[src/rtl/keysw_pkg.sv]
// Shared bus addresses and CTRL register bit positions for the KEY/SW responder.
package keysw_pkg;

  localparam logic [31:0] KDATA_ADDR = 32'hF000_0010;
  localparam logic [31:0] KCTRL_ADDR = 32'hF000_0110;
  localparam logic [31:0] SDATA_ADDR = 32'hF000_0014;
  localparam logic [31:0] SCTRL_ADDR = 32'hF000_0114;

  localparam int READY_BIT   = 0;
  localparam int OVERRUN_BIT = 2;
  localparam int IE_BIT      = 8;

  function automatic logic [31:0] ctrl_word(input logic ready, input logic overrun,
                                            input logic ie);
    logic [31:0] w;
    w              = '0;
    w[READY_BIT]   = ready;
    w[OVERRUN_BIT] = overrun;
    w[IE_BIT]      = ie;
    return w;
  endfunction

endpackage

[src/rtl/input_debouncer.sv]
// Synchronizes and debounces a group of async inputs; accept latency DEBOUNCE_CYCLES+2..+4 edges.
// No backpressure: o_evt is a one-cycle pulse on the edge where o_stable changes.
module input_debouncer #(
  parameter int WIDTH           = 4,
  parameter int DEBOUNCE_CYCLES = 100000
) (
  input  logic             clk,
  input  logic             reset,
  input  logic [WIDTH-1:0] i_raw,
  output logic [WIDTH-1:0] o_stable,
  output logic             o_evt
);

  localparam int CW = $clog2(DEBOUNCE_CYCLES);

  logic [WIDTH-1:0] r_meta;
  logic [WIDTH-1:0] r_sync;
  logic [WIDTH-1:0] r_sync_q;
  logic [WIDTH-1:0] r_stable;
  logic [CW-1:0]    r_cnt;
  logic             w_hold;
  logic             w_accept;

  // Count only while the synchronized value is steady and differs from the accepted one.
  assign w_hold   = (r_sync == r_sync_q) && (r_sync != r_stable);
  assign w_accept = w_hold && (r_cnt == CW'(DEBOUNCE_CYCLES - 1));

  always_ff @(posedge clk) begin
    if (reset) begin
      r_meta   <= '0;
      r_sync   <= '0;
      r_sync_q <= '0;
      r_stable <= '0;
      r_cnt    <= '0;
    end else begin
      r_meta   <= i_raw;
      r_sync   <= r_meta;
      r_sync_q <= r_sync;
      if (!w_hold || w_accept) begin
        r_cnt <= '0;
      end else begin
        r_cnt <= r_cnt + CW'(1);
      end
      if (w_accept) begin
        r_stable <= r_sync;
      end
    end
  end

  assign o_stable = r_stable;
  assign o_evt    = w_accept;

endmodule

[src/rtl/keysw_responder.sv]
// Memory-mapped KEY/SW responder with sticky Ready/Overrun; irq output only when KEYSW_IRQ_EN is defined.
// Reads are combinational from addr, writes and read-clears act on the next edge; no backpressure.
module keysw_responder
  import keysw_pkg::*;
#(
  parameter int               DBITS           = 32,
  parameter int               DEBOUNCE_CYCLES = 100000,
  parameter logic [DBITS-1:0] ADDR_KDATA      = DBITS'(KDATA_ADDR),
  parameter logic [DBITS-1:0] ADDR_KCTRL      = DBITS'(KCTRL_ADDR),
  parameter logic [DBITS-1:0] ADDR_SDATA      = DBITS'(SDATA_ADDR),
  parameter logic [DBITS-1:0] ADDR_SCTRL      = DBITS'(SCTRL_ADDR)
) (
  input  logic             clk,
  input  logic             reset,
  input  logic [DBITS-1:0] addr,
  input  logic             rdEn,
  input  logic             wrEn,
  input  logic [DBITS-1:0] wrData,
  output logic [DBITS-1:0] rdData,
  input  logic [3:0]       KEY,
  input  logic [9:0]       SW
`ifdef KEYSW_IRQ_EN
  ,
  output logic             irq
`endif
);

  logic [3:0] w_key_stable;
  logic       w_key_evt;
  logic [9:0] w_sw_stable;
  logic       w_sw_evt;
  logic       w_kclr, w_sclr, w_kwr, w_swr;
  logic       w_kie, w_sie;
  logic       w_unused_wr;
  logic       r_kready, r_kovr, r_sready, r_sovr;

  input_debouncer #(.WIDTH(4), .DEBOUNCE_CYCLES(DEBOUNCE_CYCLES)) u_key_db (
    .clk      (clk),
    .reset    (reset),
    .i_raw    (~KEY),
    .o_stable (w_key_stable),
    .o_evt    (w_key_evt)
  );

  input_debouncer #(.WIDTH(10), .DEBOUNCE_CYCLES(DEBOUNCE_CYCLES)) u_sw_db (
    .clk      (clk),
    .reset    (reset),
    .i_raw    (SW),
    .o_stable (w_sw_stable),
    .o_evt    (w_sw_evt)
  );

  assign w_kclr      = rdEn && (addr == ADDR_KDATA);
  assign w_sclr      = rdEn && (addr == ADDR_SDATA);
  assign w_kwr       = wrEn && (addr == ADDR_KCTRL);
  assign w_swr       = wrEn && (addr == ADDR_SCTRL);
  assign w_unused_wr = ^wrData;

  // A change event beats a coincident clearing read; Overrun set beats a coincident clear.
  always_ff @(posedge clk) begin
    if (reset) begin
      r_kready <= 1'b0;
      r_kovr   <= 1'b0;
      r_sready <= 1'b0;
      r_sovr   <= 1'b0;
    end else begin
      r_kready <= w_key_evt | (r_kready & ~w_kclr);
      r_sready <= w_sw_evt | (r_sready & ~w_sclr);
      r_kovr   <= (w_key_evt & r_kready & ~w_kclr) |
                  (r_kovr & ~(w_kwr & ~wrData[OVERRUN_BIT]));
      r_sovr   <= (w_sw_evt & r_sready & ~w_sclr) |
                  (r_sovr & ~(w_swr & ~wrData[OVERRUN_BIT]));
    end
  end

`ifdef KEYSW_IRQ_EN
  logic r_kie, r_sie, r_irq;

  always_ff @(posedge clk) begin
    if (reset) begin
      r_kie <= 1'b0;
      r_sie <= 1'b0;
      r_irq <= 1'b0;
    end else begin
      if (w_kwr) r_kie <= wrData[IE_BIT];
      if (w_swr) r_sie <= wrData[IE_BIT];
      r_irq <= (r_kready & r_kie) | (r_sready & r_sie);
    end
  end

  assign w_kie = r_kie;
  assign w_sie = r_sie;
  assign irq   = r_irq;
`else
  assign w_kie = 1'b0;
  assign w_sie = 1'b0;
`endif

  always_comb begin
    rdData = '0;
    if (addr == ADDR_KDATA) begin
      rdData[3:0] = w_key_stable;
    end else if (addr == ADDR_SDATA) begin
      rdData[9:0] = w_sw_stable;
    end else if (addr == ADDR_KCTRL) begin
      rdData = DBITS'(ctrl_word(r_kready, r_kovr, w_kie));
    end else if (addr == ADDR_SCTRL) begin
      rdData = DBITS'(ctrl_word(r_sready, r_sovr, w_sie));
    end
  end

endmodule

[config.mk]
export PLATFORM = sky130hd
export DESIGN_NAME = keysw_responder
export DESIGN_NICKNAME = d
export VERILOG_FILES = /design/src/rtl/keysw_pkg.sv /design/src/rtl/input_debouncer.sv /design/src/rtl/keysw_responder.sv
export SDC_FILE = /design/constraint.sdc
export NUM_CORES = 1
export LEC_CHECK = 0
export ABC_CLOCK_PERIOD_IN_PS = 3500
export BUFFER_PORTS_ARGS = -buffer_cell sky130_fd_sc_hd__buf_2
export CORE_MARGIN = 2
export CORE_UTILIZATION = 55
export DETAILED_ROUTE_END_ITERATION = 10
export GPL_TIMING_DRIVEN = 1
export HOLD_SLACK_MARGIN = 0.03
export MAX_ROUTING_LAYER = met4
export PLACE_DENSITY = 0.92
export SETUP_SLACK_MARGIN = 0.15
export SKIP_LAST_GASP = 1
export SYNTH_ARGS = -nofsm -noshare
export SYNTH_HDL_FRONTEND = slang
export SYNTH_SLANG_ARGS = --single-unit
[constraint.sdc]
create_clock -name clk -period 3.5 [get_ports clk]
set_input_delay 0.175 -clock clk [delete_from_list [all_inputs] [get_ports clk]]
set_output_delay 0.175 -clock clk [all_outputs]
set_load 0.005 [all_outputs]
; Yosys cells after proc, flatten, opt, wreduce, memory -nomap -nowiden
; Cells that the tools add are included.
[totals]
reg_bits = 94
[classes]
add_sub_neg = 2
eq_ne = 10
n_mux = 6
bitwise_logic = 20
reduce_logical = 14
[op_table]
columns = op, n
row1 = == test 32 bit (second input constant), 4
row2 = adder 17 x 1 -> 17 bit (second input constant), 2
row3 = == test 17 bit (second input constant), 2
row4 = two-way mux 32 bit, 1
row5 = two-way mux 28 bit, 1
row6 = two-way mux 22 bit, 1
row7 = bitwise AND 1 bit, 10
row8 = == test 10 bit, 1
row9 = two-way mux 10 bit, 1
row10 = != test 10 bit, 1
row11 = logical AND 1 bit, 8
row12 = NOT 1 bit, 5
row13 = == test 4 bit, 1
row14 = two-way mux 4 bit, 1
row15 = != test 4 bit, 1
row16 = NOT 4 bit, 1
row17 = OR 1 bit, 4
row18 = OR reduction 2 bit, 2
row19 = two-way mux 3 bit, 1
row20 = zero test 1 bit, 2
row21 = logical OR 1 bit, 2

; Logic depth before layout (Yosys ltp)
[logic_depth]
ltp_word = 6
depth_mapped = 7

; Modules after synthesis
; Synthesis repeated with hierarchy kept, for this count alone.
[hier_totals]
cells_unflattened = 432
hier_area_um2 = 4395.5
[modules_own_cells]
columns = module, instances, cells_per_inst, area_per_inst_um2
row1 = input_debouncer at u_sw_db, 1, 214, 2242.2
row2 = input_debouncer at u_key_db, 1, 137, 1390.1
row3 = keysw_responder, 1, 81, 763.2

; Least setup slack after synthesis
; No wires, ideal clock.
[synth_path]
path_kind = input to output
startpoint = input port addr[6]
endpoint = output port rdData[0]
arrival_time_ns = 1.698
t_required_ns = 3.325
setup_slack_ns = 1.627
stages = 6
n_path_buf = 1
cell_sequence = or4_4 > or4_4 > buf_6 > nor3_1 > nor2_1 > a22o_1
[synth_between]
elab_chain_len = 5
word_cells_on_any_way = 8
cone_classes = eq/ne (4) / mux (4)
[synth_lines]
columns = item, line_no
row1 = from (decl), keysw_responder.sv:15  ; input logic [DBITS-1:0] addr,
row2 = == test 32 bit, keysw_responder.sv:107  ; end else if (addr == ADDR_SCTRL) begin
row3 = two-way mux 3 bit, keysw_responder.sv:107
row4 = two-way mux 32 bit, keysw_responder.sv:105  ; end else if (addr == ADDR_KCTRL) begin
row5 = two-way mux 10 bit, keysw_responder.sv:103  ; end else if (addr == ADDR_SDATA) begin
row6 = two-way mux 4 bit *, keysw_responder.sv:101  ; if (addr == ADDR_KDATA) begin
row7 = to (decl), keysw_responder.sv:19  ; output logic [DBITS-1:0] rdData,
; Mark *: on every way between the ends. The rest lies on a longest branch, timed or not.

; Worst setup path in the final report
[layout_path]
startpoint = input port addr[12]
endpoint = output port rdData[3]
[layout_between]
elab_chain_len = 3
word_cells_on_any_way = 4
cone_classes = eq/ne (2) / mux (2)
[layout_lines]
columns = item, line_no
row1 = == test 32 bit, keysw_responder.sv:103
row2 = two-way mux 10 bit, keysw_responder.sv:103
row3 = two-way mux 4 bit *, keysw_responder.sv:101
; Marked as above.

==> impl_metrics.env <==
export IMPL_status="finished, final reports clean"
export IMPL_vias=3056
export IMPL_rr_startpoint="u_sw_db.o_stable[6]"
export IMPL_p_per_area_nw_per_um2=431
export IMPL_place_inst=571
export IMPL_place_ws_ns=1.20
export IMPL_synth_top_area_frac=0.464
export IMPL_avgSynthCellArea_sq_um=9.55
export IMPL_initial_core_util=0.563
export IMPL_drive_gt1_frac=0.186
export IMPL_synth_area_leaders="dfxtp_1 46%, nor2b_1 7.7%, xnor2_1 6.5%"
export IMPL_cts_resized=0
export IMPL_ant_nets=0
export IMPL_required_ns=3.32
export IMPL_fmax_mhz=436
export IMPL_synth_flop_cell="dfxtp_1"
export IMPL_die_h_um=89.9
export IMPL_cp_startpoint="addr[12]"
export IMPL_boundaryPins=114
export IMPL_drv_cap=0
export IMPL_drc_errors=0
export IMPL_setup_slack_ns=1.21
export IMPL_cts_num_sinks=94
export IMPL_rsz0062_at_grt="no"
export IMPL_synth_top_area_cell="dfxtp_1"
export IMPL_layout_nets=579
export IMPL_setup_violations=0
export IMPL_p_leak_nw=1.87
export IMPL_synthCells=425
export IMPL_hold_buffers=12
export IMPL_wirelength_um=7700
export IMPL_h_tree_depth=3
export IMPL_synth_edf_count=0
export IMPL_ys_warn_count=0
export IMPL_syn_cell_area_sq_um=4060
export IMPL_end_kind="primary output"
export IMPL_wl_per_cell_um=12.9
export IMPL_ys_seq_elements=94
export IMPL_worst_pin_slew_ns=1.01
export IMPL_cts_setup_buffers=0
export IMPL_final_cell_count_no_fill=599
export IMPL_drt_iter0_drc=158
export IMPL_period_needed_ns=2.29
export IMPL_cts_buffers_inserted=9
export IMPL_r2r_end="u_sw_db.o_stable[6]"
export IMPL_hold_path_class="primary input to register"
export IMPL_grt_pass1_vias=3098
export IMPL_grt_pass1_wl_um=13200
export IMPL_vias_per_cell=5.10
export IMPL_cts_clk_slew_worst_paths_ns=0.09
export IMPL_finClkSkew_ns=0.00555
export IMPL_netlist_cell_type_count=42
export IMPL_grt_max_degree=62
export IMPL_critPathMaxStageDelay_ns=0.50
export IMPL_worstSetupStartpointType="primary input"
export IMPL_grt_overflow=0
export IMPL_seq_area_frac_synth=0.464
export IMPL_path_class="primary input to primary output"
export IMPL_gr_usage_all_layers=0.204
export IMPL_hold_viol=0
export IMPL_cp_common_cell="buf_2"
export IMPL_die_area_sq_um=8080
export IMPL_finalHoldWorstSlack_ns=0.0388
export IMPL_place_hpwl_um=5430
export IMPL_insertion_delay_ns=0.36
export IMPL_crit_slowest_cell="or4_1"
export IMPL_drtPass1Iterations=5
export IMPL_nFillCells=562
export IMPL_worstPathMaxFanout=10
export IMPL_clk_path_buf_depth=2
export IMPL_slew_headroom=0.329
export IMPL_r2r_cells=5
export IMPL_slew_viol_final=0
export IMPL_ir_drop_uv=324
export IMPL_die_x_um=89.9
export IMPL_cp_arrival_ns=2.12
export IMPL_clock_root_buffer="clkbuf_8"
export IMPL_place_congestion=0.829
export IMPL_port_buffers=60
export IMPL_async_flop_share=0
export IMPL_rrSetupSlack_ns=1.21
export IMPL_tns_ns=0
export IMPL_rows=31
export IMPL_worstSetupEndpoint="rdData[3]"
export IMPL_core_area_sq_um=7210
export IMPL_cts_tree="built"
export IMPL_cp_cell_sequence="buf_2, or4_1, nor4_1, nand4_2, nor3_4, a22o_1, buf_2"
export IMPL_diodes=0
export IMPL_post_route_period_util=0.655
export IMPL_antenna_found_initial=0
export IMPL_area_growth_pct=15.4
-- per-stage QoR --
| stage | power (W) | utilization | instance area [sq um] |
|---|---|---|---|
| floorplan | 0.00121 | - | 4140 |
| global placement | 0.00122 | 0.601 | 4330 |
| detailed placement | 0.00123 | 0.601 | 4330 |
| CTS | 0.00203 | 0.649 | 4680 |
| global route | 0.00209 | 0.649 | 4680 |
| finish | 0.00202 | 0.649 | 4680 |
-- registers in the layout (all words and copies together), names as in the netlist --
signal	count
r_kovr	1
r_kready	1
r_sovr	1
r_sready	1
u_key_db.o_stable	4
u_key_db.r_cnt	17
u_key_db.r_meta	4
u_key_db.r_sync	4
u_key_db.r_sync_q	4
u_sw_db.o_stable	10
u_sw_db.r_cnt	17
u_sw_db.r_meta	10
u_sw_db.r_sync	10
u_sw_db.r_sync_q	10
-- metal layers --
layer,vias up,part of all wire,global-route usage
li1,1520,-,-
met1,1449,0.41,0.212
met2,64,0.53,0.371
met3,23,0.028,0.0310
met4,0,0.030,0.109
met5,-,0,-
-- Yosys cell counts, drive strengths merged (6+ instances only) --
| cell | instances |
|---|---|
| nand2 | 12 |
| dfxtp | 94 |
| nand4 | 12 |
| clkbuf | 7 |
| mux2 | 10 |
| nor4 | 11 |
| xor2 | 28 |
| nor2 | 54 |
| nor2b | 50 |
| inv | 9 |
| buf | 27 |
| nor3 | 9 |
| nand3 | 16 |
| and2 | 6 |
| xnor2 | 30 |
-- placed cells by master (no fill, tap or decap), types with 3 or more instances in the layout --
cell type,n
nor4b_1,3
dlygate4sd3_1,12
xnor2_1,30
a21oi_1,3
nor2_1,54
inv_1,9
nor3_1,6
nand2_1,12
mux2i_1,4
xor2_1,28
nor4_1,11
conb_1,22
mux2_2,10
and3_1,5
o31ai_1,4
clkbuf_8,10
and2_1,6
nand2b_1,3
and4_1,3
a22o_1,4
nor2b_1,50
dfxtp_1,94
buf_2,60
nand4_1,11
nand3_1,16
-- cells by family (layout without fill, tap and decap cells) --
group           count (synthesis)  after routing  share of synthesized area
simple gates                  197            197                      0.273
flops                          94             94                      0.464
xor+xnor                       58             58                      0.125
buf+inv                        43             97                     0.0644
compound gates                 16             16                     0.0287
mux                            14             14                     0.0376
fa+ha+maj                       2              2                    0.00616
other cells                     1             22                   0.000924
-- how the worst min path moves through the flow --
stage / startpoint / endpoint / slack [ns] / cells past startpoint
2_1_floorplan: KEY[3] / u_key_db.r_meta[3] / 0.24 / 1
3_3_place_gp: KEY[3] / u_key_db.r_meta[3] / 0.33 / 2
3_5_place_dp: KEY[3] / u_key_db.r_meta[3] / 0.33 / 2
4_1_cts: SW[2] / u_sw_db.r_meta[2] / 0.04 / 2
5_1_grt: SW[2] / u_sw_db.r_meta[2] / 0.06 / 2
6_report: SW[2] / u_sw_db.r_meta[2] / 0.04 / 2
-- critical path: cells and delay by family --
kind / cells / cell delay [ns]
AND/OR/NAND/NOR: 4 / 1.52
buffers and inverters: 2 / 0.21
AO/OA/AOI/OAI: 1 / 0.21
-- area by class of cell --
| cell class | count | area, sq um | share of cell area |
|---|---|---|---|
| Tap cell | 99 | 124 | 0.0264 |
| Inverter | 9 | 33.8 | 0.00721 |
| Clock buffer | 10 | 138 | 0.0294 |
| Multi-Input combinational cell | 309 | 1990 | 0.426 |
| Timing Repair Buffer | 72 | 420 | 0.0897 |
| Clock inverter | 6 | 92.6 | 0.0198 |
| Sequential cell | 94 | 1880 | 0.402 |
-- where the power goes --
part           switching, W  internal [W]  leakage [nW]
Sequential        0.0000127       0.00109         0.764
Clock              0.000374      0.000426         0.110
Combinational     0.0000573     0.0000566         0.993
Total              0.000444       0.00157          1.87
Power figures use the tool's default switching activity.
